`src/rtl/gps_ack_corr_bank_pkg.sv`:
```
// Shared types for the acquisition correlator bank: search tag layout, FSM states, +-1 mixer.
// Pure declarations; no clocked logic here.
package gps_ack_pkg;

    typedef struct packed {
        logic [9:0]  code_phase;
        logic [4:0]  code_nco_frac;
        logic [15:0] doppler_omega;
    } tag_t;

    typedef enum logic [1:0] {IDLE, COH, DUMP, PEAK} state_t;

    typedef struct packed {
        logic signed [2:0] i;
        logic signed [2:0] q;
    } iq_t;

    // Sign bits map 1 -> +1, 0 -> -1; products land in {-2,0,+2}.
    function automatic iq_t mix_pm1(input logic si, input logic sq, input logic ci, input logic cq);
        logic signed [2:0] psi, psq, pci, pcq;
        iq_t r;
        psi = si ? 3'sd1 : -3'sd1;
        psq = sq ? 3'sd1 : -3'sd1;
        pci = ci ? 3'sd1 : -3'sd1;
        pcq = cq ? 3'sd1 : -3'sd1;
        r.i = psi * pci + psq * pcq;
        r.q = psq * pci - psi * pcq;
        return r;
    endfunction

endpackage

```
`src/rtl/gps_ack_corr_bank_if.sv`:
```
// Sample/control/result bundle between NCO front end, search control and the correlator bank.
// master drives samples and commands; slave is the correlator.
interface gps_ack_corr_bank_if #(
    parameter int NUM_CH = 8,
    parameter int NC_W   = 20,
    parameter int TAG_W  = 31
);
    logic                    ack_start;
    logic [TAG_W-1:0]        tag_in;
    logic                    clear_peaks;
    logic                    adc_clk;
    logic                    i_sample;
    logic                    q_sample;
    logic                    carrier_i;
    logic                    carrier_q;
    logic [NUM_CH-1:0]       code_chip;
    logic                    busy;
    logic                    corr_complete;
    logic [NUM_CH*NC_W-1:0]  mag;
    logic [NUM_CH*NC_W-1:0]  peak_mag;
    logic [NUM_CH*TAG_W-1:0] peak_tag;
    logic [NUM_CH-1:0]       peak_valid;
    logic                    overrun;

    modport master (
        output ack_start, tag_in, clear_peaks, adc_clk, i_sample, q_sample,
               carrier_i, carrier_q, code_chip,
        input  busy, corr_complete, mag, peak_mag, peak_tag, peak_valid, overrun
    );

    modport slave (
        input  ack_start, tag_in, clear_peaks, adc_clk, i_sample, q_sample,
               carrier_i, carrier_q, code_chip,
        output busy, corr_complete, mag, peak_mag, peak_tag, peak_valid, overrun
    );
endinterface

```
`src/rtl/gps_ack_corr_bank_ch.sv`:
```
// One correlator channel: saturating coherent I/Q accumulators, |I|+|Q| non-coherent sum, peak/tag hold.
// Accumulates on acc_en the same cycle; no backpressure, strobes are consumed or ignored.
module gps_ack_ch
    import gps_ack_pkg::*;
#(
    parameter int INT_W = 15,
    parameter int NC_W  = 20,
    parameter int TAG_W = 31
) (
    input  logic             clk,
    input  logic             rst,
    input  logic             start,
    input  logic             acc_en,
    input  logic             dump,
    input  logic             peak,
    input  logic             clear_peaks,
    input  iq_t              iq,
    input  logic             chip,
    input  logic [TAG_W-1:0] tag,
    output logic [NC_W-1:0]  mag,
    output logic [NC_W-1:0]  peak_mag,
    output logic [TAG_W-1:0] peak_tag,
    output logic             peak_valid
);
    localparam logic signed [INT_W:0] MAXS = (INT_W+1)'(2**(INT_W-1) - 1);

    // Symmetric clamp keeps |acc| representable in INT_W-1 magnitude bits.
    function automatic logic signed [INT_W-1:0] sat_add(input logic signed [INT_W-1:0] a,
                                                         input logic signed [2:0] b);
        logic signed [INT_W:0] s;
        s = {a[INT_W-1], a} + {{(INT_W-2){b[2]}}, b};
        if (s > MAXS)  return MAXS[INT_W-1:0];
        if (s < -MAXS) return (-MAXS);
        return s[INT_W-1:0];
    endfunction

    logic signed [INT_W-1:0] acc_i, acc_q;
    logic signed [2:0]       prod_i, prod_q;
    logic [INT_W-1:0]        abs_i, abs_q, mag_sum;
    logic [NC_W:0]           nc_sum;
    logic [NC_W-1:0]         nc_acc, nc_next;

    always_comb begin
        prod_i  = chip ? iq.i : -iq.i;
        prod_q  = chip ? iq.q : -iq.q;
        abs_i   = acc_i[INT_W-1] ? $unsigned(-acc_i) : $unsigned(acc_i);
        abs_q   = acc_q[INT_W-1] ? $unsigned(-acc_q) : $unsigned(acc_q);
        mag_sum = abs_i + abs_q;
        nc_sum  = {1'b0, nc_acc} + (NC_W+1)'(mag_sum);
        nc_next = nc_sum[NC_W] ? '1 : nc_sum[NC_W-1:0];
    end

    always_ff @(posedge clk) begin
        if (rst) begin
            acc_i      <= '0;
            acc_q      <= '0;
            nc_acc     <= '0;
            mag        <= '0;
            peak_mag   <= '0;
            peak_tag   <= '0;
            peak_valid <= 1'b0;
        end else begin
            if (start || dump) begin
                acc_i <= '0;
                acc_q <= '0;
            end else if (acc_en) begin
                acc_i <= sat_add(acc_i, prod_i);
                acc_q <= sat_add(acc_q, prod_q);
            end
            if (start)     nc_acc <= '0;
            else if (dump) nc_acc <= nc_next;
            if (peak)      mag <= nc_acc;
            // A clear on the PEAK cycle wins; that point's peak update is discarded.
            if (clear_peaks) begin
                peak_mag   <= '0;
                peak_tag   <= '0;
                peak_valid <= 1'b0;
            end else if (peak && (nc_acc > peak_mag || !peak_valid)) begin
                peak_mag   <= nc_acc;
                peak_tag   <= tag;
                peak_valid <= 1'b1;
            end
        end
    end
endmodule

```
`src/rtl/gps_ack_corr_bank.sv`:
```
// NUM_CH-channel acquisition correlator: FSM, sample/dump counters, tag capture, overrun; corr_complete 2 cycles
// after the last sample (NONCOH_NUM=1). No backpressure: strobes in DUMP/PEAK are dropped and flag overrun.
module gps_ack_corr_bank
    import gps_ack_pkg::*;
#(
    parameter int NUM_CH     = 8,
    parameter int SAMPLE_NUM = 8191,
    parameter int NONCOH_NUM = 1,
    parameter int INT_W      = 15,
    parameter int NC_W       = 20,
    parameter int TAG_W      = 31
) (
    input  logic               clk,
    input  logic               rst,
    gps_ack_corr_bank_if.slave bus
);
    localparam int SC_W = (SAMPLE_NUM > 0) ? $clog2(SAMPLE_NUM + 1) : 1;
    localparam int DC_W = (NONCOH_NUM > 1) ? $clog2(NONCOH_NUM) : 1;

    state_t            state, state_nxt;
    logic [SC_W-1:0]   sample_cnt;
    logic [DC_W-1:0]   dump_cnt;
    logic [TAG_W-1:0]  tag_q;
    logic              corr_complete_q, overrun_q;
    logic              start, samp_en, last_sample, last_dump, is_dump, is_peak;
    iq_t               iq;

    assign start       = (state == IDLE) && bus.ack_start;
    assign samp_en     = (state == COH) && bus.adc_clk;
    assign last_sample = (sample_cnt == SC_W'(SAMPLE_NUM));
    assign last_dump   = (dump_cnt == DC_W'(NONCOH_NUM - 1));
    assign is_dump     = (state == DUMP);
    assign is_peak     = (state == PEAK);
    assign iq          = mix_pm1(bus.i_sample, bus.q_sample, bus.carrier_i, bus.carrier_q);

    always_ff @(posedge clk) begin
        if (rst) state <= IDLE;
        else     state <= state_nxt;
    end

    always_comb begin
        state_nxt = state;
        case (state)
            IDLE:    if (start) state_nxt = COH;
            COH:     if (samp_en && last_sample) state_nxt = DUMP;
            DUMP:    state_nxt = last_dump ? PEAK : COH;
            PEAK:    state_nxt = IDLE;
            default: state_nxt = IDLE;
        endcase
    end

    always_ff @(posedge clk) begin
        if (rst) begin
            sample_cnt      <= '0;
            dump_cnt        <= '0;
            tag_q           <= '0;
            corr_complete_q <= 1'b0;
            overrun_q       <= 1'b0;
        end else begin
            if (start) begin
                sample_cnt <= '0;
                dump_cnt   <= '0;
                tag_q      <= bus.tag_in;
            end else begin
                if (samp_en)              sample_cnt <= last_sample ? '0 : sample_cnt + SC_W'(1);
                if (is_dump && !last_dump) dump_cnt  <= dump_cnt + DC_W'(1);
            end
            corr_complete_q <= is_peak;
            if ((is_dump || is_peak) && bus.adc_clk) overrun_q <= 1'b1;
        end
    end

    assign bus.busy          = (state != IDLE);
    assign bus.corr_complete = corr_complete_q;
    assign bus.overrun       = overrun_q;

    for (genvar k = 0; k < NUM_CH; k++) begin : g_ch
        gps_ack_ch #(.INT_W(INT_W), .NC_W(NC_W), .TAG_W(TAG_W)) u_ch (
            .clk         (clk),
            .rst         (rst),
            .start       (start),
            .acc_en      (samp_en),
            .dump        (is_dump),
            .peak        (is_peak),
            .clear_peaks (bus.clear_peaks),
            .iq          (iq),
            .chip        (bus.code_chip[k]),
            .tag         (tag_q),
            .mag         (bus.mag[k*NC_W +: NC_W]),
            .peak_mag    (bus.peak_mag[k*NC_W +: NC_W]),
            .peak_tag    (bus.peak_tag[k*TAG_W +: TAG_W]),
            .peak_valid  (bus.peak_valid[k])
        );
    end
endmodule

```
`src/flat_wrapper.sv`:
```
// flat-port wrapper written by rule: the top's interface ports become plain ports
module gps_ack_corr_bank_flat import gps_ack_pkg::*;
#(
    parameter int NUM_CH     = 8,
    parameter int SAMPLE_NUM = 8191,
    parameter int NONCOH_NUM = 1,
    parameter int INT_W      = 15,
    parameter int NC_W       = 20,
    parameter int TAG_W      = 31
)
  (clk, rst, bus_ack_start, bus_tag_in, bus_clear_peaks, bus_adc_clk, bus_i_sample, bus_q_sample, bus_carrier_i, bus_carrier_q, bus_code_chip, bus_busy, bus_corr_complete, bus_mag, bus_peak_mag, bus_peak_tag, bus_peak_valid, bus_overrun);
  gps_ack_corr_bank_if #(.NUM_CH(NUM_CH), .NC_W(NC_W), .TAG_W(TAG_W)) bus_i ();
  input  logic clk;
  input  logic rst;
  input wire logic [$bits(bus_i.ack_start)-1:0] bus_ack_start;
  input wire logic [$bits(bus_i.tag_in)-1:0] bus_tag_in;
  input wire logic [$bits(bus_i.clear_peaks)-1:0] bus_clear_peaks;
  input wire logic [$bits(bus_i.adc_clk)-1:0] bus_adc_clk;
  input wire logic [$bits(bus_i.i_sample)-1:0] bus_i_sample;
  input wire logic [$bits(bus_i.q_sample)-1:0] bus_q_sample;
  input wire logic [$bits(bus_i.carrier_i)-1:0] bus_carrier_i;
  input wire logic [$bits(bus_i.carrier_q)-1:0] bus_carrier_q;
  input wire logic [$bits(bus_i.code_chip)-1:0] bus_code_chip;
  output wire logic [$bits(bus_i.busy)-1:0] bus_busy;
  output wire logic [$bits(bus_i.corr_complete)-1:0] bus_corr_complete;
  output wire logic [$bits(bus_i.mag)-1:0] bus_mag;
  output wire logic [$bits(bus_i.peak_mag)-1:0] bus_peak_mag;
  output wire logic [$bits(bus_i.peak_tag)-1:0] bus_peak_tag;
  output wire logic [$bits(bus_i.peak_valid)-1:0] bus_peak_valid;
  output wire logic [$bits(bus_i.overrun)-1:0] bus_overrun;
  assign bus_i.ack_start = bus_ack_start;
  assign bus_i.tag_in = bus_tag_in;
  assign bus_i.clear_peaks = bus_clear_peaks;
  assign bus_i.adc_clk = bus_adc_clk;
  assign bus_i.i_sample = bus_i_sample;
  assign bus_i.q_sample = bus_q_sample;
  assign bus_i.carrier_i = bus_carrier_i;
  assign bus_i.carrier_q = bus_carrier_q;
  assign bus_i.code_chip = bus_code_chip;
  assign bus_busy = bus_i.busy;
  assign bus_corr_complete = bus_i.corr_complete;
  assign bus_mag = bus_i.mag;
  assign bus_peak_mag = bus_i.peak_mag;
  assign bus_peak_tag = bus_i.peak_tag;
  assign bus_peak_valid = bus_i.peak_valid;
  assign bus_overrun = bus_i.overrun;
  gps_ack_corr_bank #(.NUM_CH(NUM_CH), .SAMPLE_NUM(SAMPLE_NUM), .NONCOH_NUM(NONCOH_NUM), .INT_W(INT_W), .NC_W(NC_W), .TAG_W(TAG_W)) u_core (.clk(clk), .rst(rst), .bus(bus_i));
endmodule
```
`config.mk`:
```
export PLATFORM = sky130hd
export DESIGN_NAME = gps_ack_corr_bank_flat
export DESIGN_NICKNAME = d
export VERILOG_FILES = /design/src/rtl/gps_ack_corr_bank_pkg.sv /design/src/rtl/gps_ack_corr_bank_if.sv /design/src/rtl/gps_ack_corr_bank_ch.sv /design/src/rtl/gps_ack_corr_bank.sv /design/src/flat_wrapper.sv
export SDC_FILE = /design/constraint.sdc
export NUM_CORES = 2
export LEC_CHECK = 0
export CORE_MARGIN = 2
export CORE_UTILIZATION = 58
export CTS_BUF_LIST = sky130_fd_sc_hd__clkbuf_8
export DETAILED_ROUTE_END_ITERATION = 10
export DONT_BUFFER_PORTS = 1
export PLACE_DENSITY = 0.79
export SETUP_SLACK_MARGIN = 0.15
export SYNTH_ARGS = -nofsm -noshare
export SYNTH_HDL_FRONTEND = slang
export SYNTH_SLANG_ARGS = --single-unit
```
`constraint.sdc`:
```
create_clock -name clk -period 7.37 [get_ports clk]
set_input_delay 1.474 -clock clk [delete_from_list [all_inputs] [get_ports clk]]
set_output_delay 1.474 -clock clk [all_outputs]
set_load 0.03 [all_outputs]
```
==> key figures <==
Outcome
  – Status: complete, no violations

CTS
  – Cts bufs inserted: roughly 160
  – Postcts setup bufs: 0
  – Cts repair resizes: 0
  – Clock Pin Slew Worst Setup and Hold Paths: 0.07 ns
  – Hold-fix buffers, CTS: 0
  – Clk sink count: around 1000
  – H-tree depth: 4
  – Clock Path Buffers: 3
  – CTS tree: yes
  – Root buf cell: clkbuf_8
  – Clock Latency Late Sink: 0.88 ns

Critical path
  – CP endpoint kind: flip-flop
  – R2R depth: 22
  – Max Fanout on Critical Path: 12
  – CP required: 8.17 ns
  – CP dominant cell by count: ha_1
  – Critical Path, Cell by Cell: inv_1, ha_1, ha_1, inv_1, ha_1, xnor2_1, xnor2_1, xor2_2, buf_4, buf_4, xnor2_1, ha_1, a21oi_1, o2111ai_1, a31o_2, a21o_1, a41o_1, xnor2_2, clkinv_1, o31ai_1, a21o_1
  – Worst R2R Start: u_core.g_ch[3].u_ch.acc_q[0]
  – Worst Path Buf+Inv: 5
  – CP startpoint: bus_carrier_i
  – Worst Setup Start Kind: input pin
  – Worst path max stage delay: between 0.9 and 1 ns
  – Delay-heaviest family, CP: XOR/XNOR gates
  – Worst Setup EP: u_core.g_ch[5].u_ch.acc_i[2]
  – CP Class: input pin to flip-flop
  – Crit path arrival time: 7.19 ns
  – Slowest CP cell: xnor2_1
  – Worst path depth: 21
  – Worst reg-to-reg setup slack: 1.35 ns
  – R2r endpoint: u_core.g_ch[3].u_ch.nc_acc[0]

GRT
  – First-pass GRT wire length: 301.8 mm
  – Initial antenna violation count: 15
  – Vias in the first global route: approximately 54000
  – Largest net degree at the start of global routing: 212
  – GR Overflow Total: 0
  – Gr usage total: about a third

Drt
  – Vias per cell: 6.174
  – Final WL: 195.5 mm
  – Detail Route Antenna Nets: 0
  – DRT Pass-1 Iters: 6
  – Drt initial violations: around 4600
  – Routed wire per std cell: 20.63 µm
  – Drt drc: 0
  – Via count: 58514

Finish
  – Share of cells above drive strength 1: 5.472%
  – Nets: 8600
  – Synthesis-to-finish area growth: 6.931%

Worst hold path
  – Tightest Hold Check Type: flip-flop to flip-flop

STA
  – Fin worst setup slack: between 0.9 and 1 ns
  – Clock skew: 0.03766 ns
  – RSZ-0062 raised after global routing: no
  – # setup viols final: 0
  – Achievable frequency: 0.1565 GHz
  – Worst-Margin Slew: 1.174 ns
  – Period Utilization, post-route: 86.73%
  – Rel. slew slack: around 22%
  – Worst hold slack: 0.4542 ns
  – Final hold violations: 0
  – Fin Setup TNS: 0 ns
  – Pins Over Slew Limit: 0
  – Tmin final: about 6.4 ns

Logic synthesis
  – Seq cells post-synth: 1025
  – Top-count cell post-synth: dfxtp_1
  – Post-synth top area share: 31.02%
  – Mapped Area: between 60000 and 70000 µm²
  – Synth cell types: 96
  – Sequential fraction of the synthesis area: 31.02%
  – Area leader, netlist: dfxtp_1
  – Ys Warns: 0
  – Main synth FF type: dfxtp_1
  – Mapped Cells: 7980
  – Syn Nets: 8727
  – Synth top cells by count: dfxtp_1, nor2_1, a21oi_1
  – Ys async rst share: 0%
  – Ranking of synthesized cells by area: dfxtp_1, ha_1, mux2i_1
  – Mean post-synth cell area: about 8.3 µm²
  – EDFF count, synth: 0

Power
  – Power Dens Cells: between 200 and 300 nW/µm²
  – Switching part of the total: 40.25%
  – Sequential Power Share: 30.5%
  – Clk pwr share: 26.1%
  – Int Power: 11.74 mW
  – Leakage: a little under 30 nW
  – Maximum vdd drop: roughly 0.2 mV
  – Share of total power in combinational logic: between 40% and 50%
  – P_sw: 7.908 mW

Placed design
  – Gp weighted congestion: 0.9621
  – Port Buffers: 0
  – Pre-CTS setup slack: 0.1978 ns
  – Detailed placer's ending HPWL: 147.3 mm

Die
  – Core area: roughly 110000 µm²
  – Die outline width: 341.7 µm
  – Io pins: 627
  – Die ar.: between 100000 and 150000 µm²
  – Die Ht: 341.7 µm
  – Rows: 123
  – Effective utilization at floorplan: between 50% and 60%

Job
  – Max Cap Violations: 0
cell usage in the layout, fill, tap and decap left out, types with 26 or more instances in the layout:
| cell type | netlist | routed |
|---|---|---|
| dfxtp_1 | 1025 | 1025 |
| nor2_1 | 763 | 759 |
| a21oi_1 | 736 | 736 |
| nand2_1 | 725 | 723 |
| ha_1 | 667 | 667 |
| o21ai_0 | 467 | 467 |
| xnor2_1 | 441 | 439 |
| inv_1 | 398 | 437 |
| mux2i_1 | 412 | 412 |
| clkbuf_8 | 0 | 199 |
| xor2_1 | 167 | 166 |
| a21o_1 | 165 | 165 |
| nor3_1 | 146 | 145 |
| nand3_1 | 119 | 119 |
| o31ai_1 | 114 | 114 |
| a31oi_1 | 99 | 99 |
| o21a_1 | 79 | 79 |
| nor2b_1 | 76 | 74 |
| or3_1 | 73 | 73 |
| nand4_1 | 68 | 68 |
| a211oi_1 | 66 | 66 |
| and3_1 | 58 | 58 |
| o21bai_1 | 57 | 57 |
| nand2b_1 | 60 | 57 |
| buf_4 | 8 | 57 |
| or2_2 | 56 | 55 |
| or4_1 | 39 | 39 |
| and2_1 | 36 | 33 |
| maj3_1 | 33 | 33 |
| fa_1 | 32 | 32 |
| o211ai_1 | 29 | 29 |
| a211o_1 | 27 | 27 |
| nor4_1 | 26 | 26 |
power by group through the flow:
stage	Clock, mW	Sequential (mW)	Combinational, mW
global placement	0	6.09	8.10
global route	5.40	6.01	9.48
detailed placement	0	6.10	8.36
finish	5.12	5.99	8.53
floorplan	0	5.95	6.67
CTS	5.15	5.98	8.41
worst reg2reg max path, cell delays in order, from the launching register on:
cell	delay [ns]
dfxtp_1	0.53
inv_1	0.09
ha_1	0.28
nand2_1	0.07
o21ai_0	0.20
ha_1	0.35
a21o_1	0.18
a21oi_1	0.21
nor2b_1	0.08
o21a_1	0.20
o311a_1	0.33
o31ai_1	0.40
xnor2_1	0.24
ha_1	0.35
and3_1	0.23
a31o_2	0.25
a21oi_1	0.10
o31ai_1	0.13
a21o_1	0.22
a41oi_1	0.35
nor2_1	0.09
nor2_1	0.82
a221oi_1	0.17
cells by family after synthesis:
group / Yosys count / share of synthesized area, %
AND/OR/NAND/NOR: 2312 / 16.01
AO/OA/AOI/OAI: 2135 / 20.20
flip-flops: 1025 / 31.02
buffers and inverters: 751 / 4.314
adder cells (fa/ha/maj): 732 / 14.08
XOR/XNOR: 609 / 8.074
multiplexers: 416 / 6.302
sequential cells by signal, indices dropped and copies added, names as in the netlist, 2 cells and up:
signal,cells
u_core.g_ch.u_ch.acc_i,120
u_core.state,2
u_core.tag_q,31
u_core.g_ch.u_ch.mag,160
u_core.g_ch.u_ch.peak_valid,8
u_core.sample_cnt,13
u_core.g_ch.u_ch.peak_mag,160
u_core.g_ch.u_ch.peak_tag,248
u_core.g_ch.u_ch.nc_acc,160
u_core.g_ch.u_ch.acc_q,120
worst min-delay path by stage:
stage,from,end,slack (ns),cells after the start
global route,u_core.dump_cnt,u_core.dump_cnt,0.50,1
floorplan,u_core.dump_cnt,u_core.dump_cnt,0.42,1
global placement,u_core.dump_cnt,u_core.dump_cnt,0.43,1
CTS,u_core.dump_cnt,u_core.dump_cnt,0.45,1
detailed placement,u_core.dump_cnt,u_core.dump_cnt,0.44,1
finish,u_core.dump_cnt,u_core.dump_cnt,0.45,1
per-layer routing:
layer / track usage [%] / share of wire, % / up-vias
met5: 0 / 0.029 / -
met4: 18.51 / 5.9 / 8
met3: 6.789 / 8.5 / 527
met2: 51.39 / 45 / 2252
met1: 39.43 / 41 / 27539
li1: - / - / 28188
stage by stage:
step	util, %	std cells	instance area [µm²]	power [mW]
floorplan	-	7980	66160	12.62
global placement	59.68	9187	67320	14.19
detailed placement	59.68	9187	67320	14.46
CTS	62.69	9468	70720	19.53
global route	62.71	9477	70740	20.88
finish	62.71	9477	70740	19.65
area by class of cell:
type	instances	area, µm²
clock buffer	199	2739
timing repair buffer	59	467.9
antenna	9	22.52
tap	1500	1877
multi-input combinational	6204	42960
clock inverter	82	656.9
fill	9443	42060
inverter	399	1498
sequential	1025	20520
No activity file was read; power rests on OpenSTA's default activity.
